<file path="src/rtl/button_pulse_gen.sv">
// button_pulse_gen: turns a raw, bouncing push-button level into a debounced
// level (held) plus one-cycle strobes on each accepted press (pulse) and
// release (released). All outputs are registered; btn_in only reaches the
// FSM through a two-flop synchronizer.
module button_pulse_gen #(
  parameter int unsigned DEBOUNCE_CYCLES = 500000,
  parameter int unsigned CNT_WIDTH       = 19
) (
  input  logic clk,
  input  logic rst,
  input  logic btn_in,
  output logic pulse,
  output logic held,
  output logic released
);

  // Last counter value before a check state accepts the new level.
  localparam logic [CNT_WIDTH-1:0] CNT_LAST = CNT_WIDTH'(DEBOUNCE_CYCLES - 1);

  typedef enum logic [1:0] {
    ST_IDLE,
    ST_PRESS_CHECK,
    ST_HELD,
    ST_RELEASE_CHECK
  } state_t;

  state_t               state;
  state_t               state_nxt;
  logic [CNT_WIDTH-1:0] cnt;
  logic [CNT_WIDTH-1:0] cnt_nxt;
  logic                 s1;
  logic                 s2;
  logic                 pulse_nxt;
  logic                 held_nxt;
  logic                 released_nxt;

  // Two-flop synchronizer for the asynchronous button input.
  always_ff @(posedge clk) begin
    if (rst) begin
      s1 <= 1'b0;
      s2 <= 1'b0;
    end else begin
      s1 <= btn_in;
      s2 <= s1;
    end
  end

  // State, debounce counter and registered outputs.
  always_ff @(posedge clk) begin
    if (rst) begin
      state    <= ST_IDLE;
      cnt      <= '0;
      pulse    <= 1'b0;
      held     <= 1'b0;
      released <= 1'b0;
    end else begin
      state    <= state_nxt;
      cnt      <= cnt_nxt;
      pulse    <= pulse_nxt;
      held     <= held_nxt;
      released <= released_nxt;
    end
  end

  // Next-state logic; counter is compared before incrementing so it never wraps.
  always_comb begin
    state_nxt    = state;
    cnt_nxt      = cnt;
    pulse_nxt    = 1'b0;
    released_nxt = 1'b0;
    held_nxt     = held;

    case (state)
      ST_IDLE: begin
        held_nxt = 1'b0;
        if (s2) begin
          state_nxt = ST_PRESS_CHECK;
          cnt_nxt   = '0;
        end
      end

      ST_PRESS_CHECK: begin
        held_nxt = 1'b0;
        if (!s2) begin
          state_nxt = ST_IDLE;
        end else if (cnt == CNT_LAST) begin
          state_nxt = ST_HELD;
          pulse_nxt = 1'b1;
          held_nxt  = 1'b1;
        end else begin
          cnt_nxt = cnt + CNT_WIDTH'(1);
        end
      end

      ST_HELD: begin
        held_nxt = 1'b1;
        if (!s2) begin
          state_nxt = ST_RELEASE_CHECK;
          cnt_nxt   = '0;
        end
      end

      ST_RELEASE_CHECK: begin
        held_nxt = 1'b1;
        if (s2) begin
          state_nxt = ST_HELD;
        end else if (cnt == CNT_LAST) begin
          state_nxt    = ST_IDLE;
          released_nxt = 1'b1;
          held_nxt     = 1'b0;
        end else begin
          cnt_nxt = cnt + CNT_WIDTH'(1);
        end
      end

      default: begin
        state_nxt = ST_IDLE;
        held_nxt  = 1'b0;
      end
    endcase
  end

endmodule
</file>
<file path="config.mk">
export PLATFORM = sky130hd
export DESIGN_NAME = button_pulse_gen
export DESIGN_NICKNAME = d
export VERILOG_FILES = /design/src/rtl/button_pulse_gen.sv
export SDC_FILE = /design/constraint.sdc
export NUM_CORES = 1
export LEC_CHECK = 0
export ABC_AREA = 1
export CAP_MARGIN = 40
export CORE_ASPECT_RATIO = 0.5
export CORE_MARGIN = 4
export CORE_UTILIZATION = 44
export DETAILED_ROUTE_END_ITERATION = 7
export PLACE_DENSITY = 0.63
export SLEW_MARGIN = 20
export SYNTH_ARGS = -nofsm -noshare
export SYNTH_HDL_FRONTEND = slang
export SYNTH_SLANG_ARGS = --single-unit
export TNS_END_PERCENT = 30
</file>
<file path="constraint.sdc">
create_clock -name clk -period 4.05 [get_ports clk]
set_input_delay 0.81 -clock clk [delete_from_list [all_inputs] [get_ports clk]]
set_output_delay 0.81 -clock clk [all_outputs]
set_load 0.05 [all_outputs]
</file>
==> results of run 1 <==
-- layer usage --
layer	track usage [%]	part of all wire (%)	up-vias
met4	2.398	0.42	0
met5	0	0	-
met2	23.62	40	30
met1	25.04	54	678
met3	4.118	5.0	4
li1	-	-	779
-- report_power, final --
part | leakage [uW] | switching, uW | internal [uW] | total, uW
clock network | 0.0000357 | 90.8 | 132 | 223
registers | 0.000210 | 1.48 | 257 | 258
logic | 0.000408 | 11.5 | 4.70 | 16.2
total | 0.000654 | 104 | 394 | 498
-- cell usage after synthesis --
library cell / n
a21oi_1: 9
a21oi_2: 8
buf_12: 1
clkbuf_1: 2
clkinv_2: 1
dfxtp_1: 26
ha_1: 1
inv_1: 29
inv_2: 2
nand2_1: 62
nand2_2: 8
nand2_4: 3
nand3_1: 27
nand3_2: 1
nand3_4: 1
nand4_1: 8
nor2_1: 32
nor2_2: 1
nor2_4: 4
nor3_1: 2
o21ai_0: 4
o21bai_1: 1
o21bai_4: 1
xnor2_1: 1
xor2_1: 4
xor2_4: 1
-- flip-flops by register name, indices dropped and copies added, names as in the netlist, named ones only --
register  count
cnt          19
held          1
pulse         1
released      1
s1            1
s2            1
state         1
-- cells by family (layout without fill, tap and decap cells) --
logic type | Yosys count | count (layout) | synth area share [%]
AO/OA/AOI/OAI | 23 | 23 | 9.931
buffers and inverters | 35 | 42 | 9.161
AND/OR/NAND/NOR | 149 | 149 | 43.73
adder cells (fa/ha/maj) | 1 | 1 | 0.7697
XOR/XNOR | 6 | 6 | 4.388
flip-flops | 26 | 26 | 32.02
-- metrics by stage --
stage / setup slack (ns) / instances / util [%] / area (sq um) / hold slack [ns]
after global routing: 1.779 / 298 / 51.29 / 1790 / 0.4230
after CTS: 1.837 / 298 / 51.29 / 1790 / 0.4135
after floorplan: 2.380 / 240 / - / 1625 / 0.3883
after global placement: 2.055 / 294 / 49.25 / 1719 / 0.3901
final: 1.847 / 298 / 51.29 / 1790 / 0.4102
after detailed placement: 2.035 / 294 / 49.25 / 1719 / 0.3994
-- cell type report --
type	count	area (sq um)	share of cell area (%)
timing repair buffer	6	57.56	3.215
clock buffer	3	41.29	2.306
tap	51	63.81	3.564
clock inverter	1	30.03	1.677
sequential	26	520.5	29.07
inverter	32	121.4	6.778
multi-input combinational	179	955.9	53.39
-- how the worst min path moves through the flow --
stage / start / endpoint / slack [ns]
finish: s1 / s2 / 0.41
global route: s1 / s2 / 0.42
CTS: s1 / s2 / 0.41
detailed placement: s1 / s2 / 0.40
global placement: s1 / s2 / 0.39
floorplan: s1 / s2 / 0.39
==> results.md, run 1 <==
* Post-Synthesis Cells at between 200 and 250
* Number of buffers and inverters on the critical path at 1
* RSZ-0062 raised after global routing: false
* Seq cells post-synth at 26
* Slew Viols, Final at 0
* Tcrit/Tclk final at between 50% and 60%
* H-tree lvl count at 1
* First-pass GRT wire length at roughly 6.4 mm
* CTS max path bufs at 2
* Sequential fraction of the synthesis area at between 30% and 40%
* Reg2reg end: cnt[18]
* Crit path capture: released
* CP Max Fanout at 1
* Post-synth top area share at between 30% and 40%
* Most frequent cells in the layout: 62 x nand2_1, 32 x nor2_1, 29 x inv_1
* Hpwl dp at 2.668 mm
* CP delay by family, top: buffers and inverters
* Worst reg2reg path depth at 8
* Most common cell after layout, fill and taps aside: nand2_1
* Worst EP arrival at 1.39 ns
* Worst Skew at 0.002602 ns
* DR WL/cell at 12.08 microns
* Initial antenna violation count at 0
* Post-route ant nets at 0
* Leakage Power at ~0.00065 uW
* Die extent in x at approximately 94 microns
* Area leader, netlist: dfxtp_1
* Power Density at around 280 nW/um^2
* Critical Path Sink Type: output pin
* Total number of vias at between 1,000 and 1,500
* Clock sinks at 26
* Hold depth at 2
* Max VDD drop at roughly 0.12 mV
* WP data required at around 3.2 ns
* Worst-margin pin slew at approximately 0.50 ns
* Worst-path clk slew at about 0.1 ns
* Crit Path Category: flop to output pin
* CP Depth at 1
* Largest cells by area after synthesis: dfxtp_1 32%, nand2_1 14%, nand3_1 8.3%
* Max-Cap Viols at 0
* Nets at 252
* CTS Hold Bufs at 0
* Critical path startpoint: released
* Clk_lat worst skew at 0.28 ns
* R2R Setup Slk at approximately 2.3 ns
* Synth warn at 0
* Fin. Hold Viols at 0
* Routability cong. at approximately 1.0
* Vias in the first global route at approximately 1,300
* Buffers on Ports at 5
* Tmin final at 2.203 ns
* Power Total at approximately 500 uW
* Critical path's slowest cell: clkdlybuf4s50_1
* Area grow syn2layout at 10.16%
* Area of the core at 3491 sq um
* Slowest cell delay on critical path at about 0.79 ns
* Setup TNS at 0 ns
* Gr usage total at 16.50%
* Fill count at about 360
* Cell variety after synth at 26
* Largest net degree at the start of global routing at 20
* Worst min path class: flop to flop
* # resized after CTS at 0
* Routed WL at approximately 3.6 mm
* Crit start category: flop
* Drt via density at 5.003
* Initial Util at between 40% and 50%
* Crit-path cells: clkdlybuf4s50_1
* IO Pins at 6
* Layout cells sized above 1 at 14.57%
* First-pass DRT Iterations at 4
* Global route total overflow at 0
* Max Freq at between 0.4 and 0.5 GHz
* # setup viols final at 0
* Number of buffers created by CTS at 3
* Die footprint at between 4000 and 5000 sq um
* Status: finished, final reports clean
* Postcts setup bufs at 0
* Die Height at about 51 microns
* Reg2reg start: cnt[0]
* Mapped Area at 1625 sq um
* DRC viols at 0
* Average cell area after synthesis at just under 7 sq um
* CTS tree: done
* Ant. Diodes at 0
* Slew headroom at roughly 66%
* FP Rows at 15
* Starting DRT DRC Count at 125
* Root Driver: clkbuf_8
* Net Count, Synth at approximately 240
Note: power is estimated with default switching activity, not from simulation.
==> inputs of run 2 (changes only) <==
clock period = 2.31 ns   (was 4.05 ns; I/O delays follow)
==> run 2 against run 1 <==
Worst hold slack lost 0.00070 ns. Routed wire length increased by 0.67%. First-iteration DRC count decreased by 24%. Clock-buffer cell count unchanged. Via count fell by 2.7%. Non-clock buffer count rose by 1. Critical path depth unchanged. Core utilization up 0.22 points. Critical path type unchanged. Highest routed layer unchanged.
==> results.md, run 2 (synthesis results as in run 1) <==
* Status: finished, final reports clean
* Fin. Hold Viols at 0
* Max VDD drop at roughly 0.38 mV
* Setup TNS at 0 ns
* Drt via density at between 4 and 5
* Most common cell after layout, fill and taps aside: nand2_1
* Fill count at 360
* Slew headroom at 66.58%
* Tcrit/Tclk final at around 81%
* Starting DRT DRC Count at 95
* Root Driver: clkbuf_8
* Clk_lat worst skew at 0.28 ns
* Buffers on Ports at 5
* Global route total overflow at 0
* IO Pins at 6
* First-pass DRT Iterations at 4
* Critical path's slowest cell: clkdlybuf4s50_1
* Layout cells sized above 1 at between 10 and 15%
* Gr usage total at 16.88%
* Worst-margin pin slew at around 0.50 ns
* Die Height at about 51 microns
* Hpwl dp at 2.702 mm
* Crit start category: flop
* Initial Util at 46.56%
* Largest net degree at the start of global routing at 19
* # resized after CTS at 0
* Max Freq at approximately 0.54 GHz
* Crit-path cells: clkdlybuf4s50_1
* Area grow syn2layout at 10.62%
* Slowest cell delay on critical path at ~0.8 ns
* Worst min path class: flop to flop
* CTS max path bufs at 2
* Ant. Diodes at 0
* # setup viols final at 0
* Die extent in x at 93.95 microns
* Area of the core at roughly 3500 sq um
* Routability cong. at roughly 0.90
* Routed WL at 3.624 mm
* Tmin final at between 1.5 and 2 ns
* Crit Path Category: flop to output pin
* Postcts setup bufs at 0
* First-pass GRT wire length at roughly 6.3 mm
* Vias in the first global route at about 1,300
* Critical Path Sink Type: output pin
* CP Max Fanout at 1
* Slew Viols, Final at 0
* Worst EP arrival at 1.40 ns
* Total number of vias at 1,451
* Die footprint at 4789 sq um
* RSZ-0062 raised after global routing: false
* H-tree lvl count at 1
* Leakage Power at between 0.0006 and 0.0007 uW
* Largest register FFs at 19
* DR WL/cell at 12.12 microns
* FP Rows at 15
* Initial antenna violation count at 0
* Most frequent cells in the layout: 62 x nand2_1, 32 x nor2_1, 29 x inv_1
* Power Density at 483.1 nW/um^2
* Number of buffers and inverters on the critical path at 1
* DRC viols at 0
* Final core utilization at between 50% and 60%
* Worst-path clk slew at 0.09 ns
* Largest Register: cnt
* Worst Skew at 0.005562 ns
* Post-route ant nets at 0
* Nets at about 250
* CP delay by family, top: buffers and inverters
* Max-Cap Viols at 0
* CTS Hold Bufs at 0
* Clock sinks at 26
* Number of buffers created by CTS at 3
* WP data required at around 1.9 ns
* CTS tree: done
## run 2: final timing paths
| check | from | to | slack (ns) | depth (start not counted) |
|---|---|---|---|---|
| hold reg to reg | s1 | s2 | 0.41 | 2 |
| setup reg to reg | cnt[0] | cnt[3] | 0.62 | 9 |
| hold / removal | s1 | s2 | 0.41 | 2 |
| setup / recovery | held | held | 0.44 | 1 |
## run 2: through the flow
stage | power (uW) | instances | setup slack (ns) | instance area [sq um] | hold slack (ns)
after global placement | 491.6 | 295 | 0.7090 | 1727 | 0.4002
after floorplan | 483.8 | 240 | 0.7764 | 1625 | 0.3883
after detailed placement | 492.0 | 295 | 0.6349 | 1727 | 0.4028
after global routing | 904.4 | 299 | 0.3755 | 1798 | 0.4334
final | 868.5 | 299 | 0.4436 | 1798 | 0.4095
after CTS | 880.5 | 299 | 0.4253 | 1798 | 0.4172
## run 2: layer usage
layer  part of all wire, %  vias up  global-route usage, %  routed length [microns]
li1                      -      777                      -                        -
met1                    52      647                  24.75                     1893
met2                    42       23                  25.62                     1521
met3                   5.2        4                  4.118                      187
met4                  0.58        0                  2.158                       21
met5                     0        -                      0                        0
## run 2: cell type report
| class | count | area, sq um | area share (%) |
|---|---|---|---|
| Clock buffer | 3 | 41.29 | 2.296 |
| Clock inverter | 1 | 30.03 | 1.670 |
| Inverter | 32 | 121.4 | 6.750 |
| Multi-Input combinational cell | 179 | 955.9 | 53.17 |
| Sequential cell | 26 | 520.5 | 28.95 |
| Tap cell | 51 | 63.81 | 3.549 |
| Timing Repair Buffer | 7 | 65.06 | 3.619 |
## run 2: where the power goes
| group | internal, uW | switching (uW) |
|---|---|---|
| logic | 8.28 | 20.4 |
| registers | 450 | 2.46 |
| clock network | 232 | 155 |
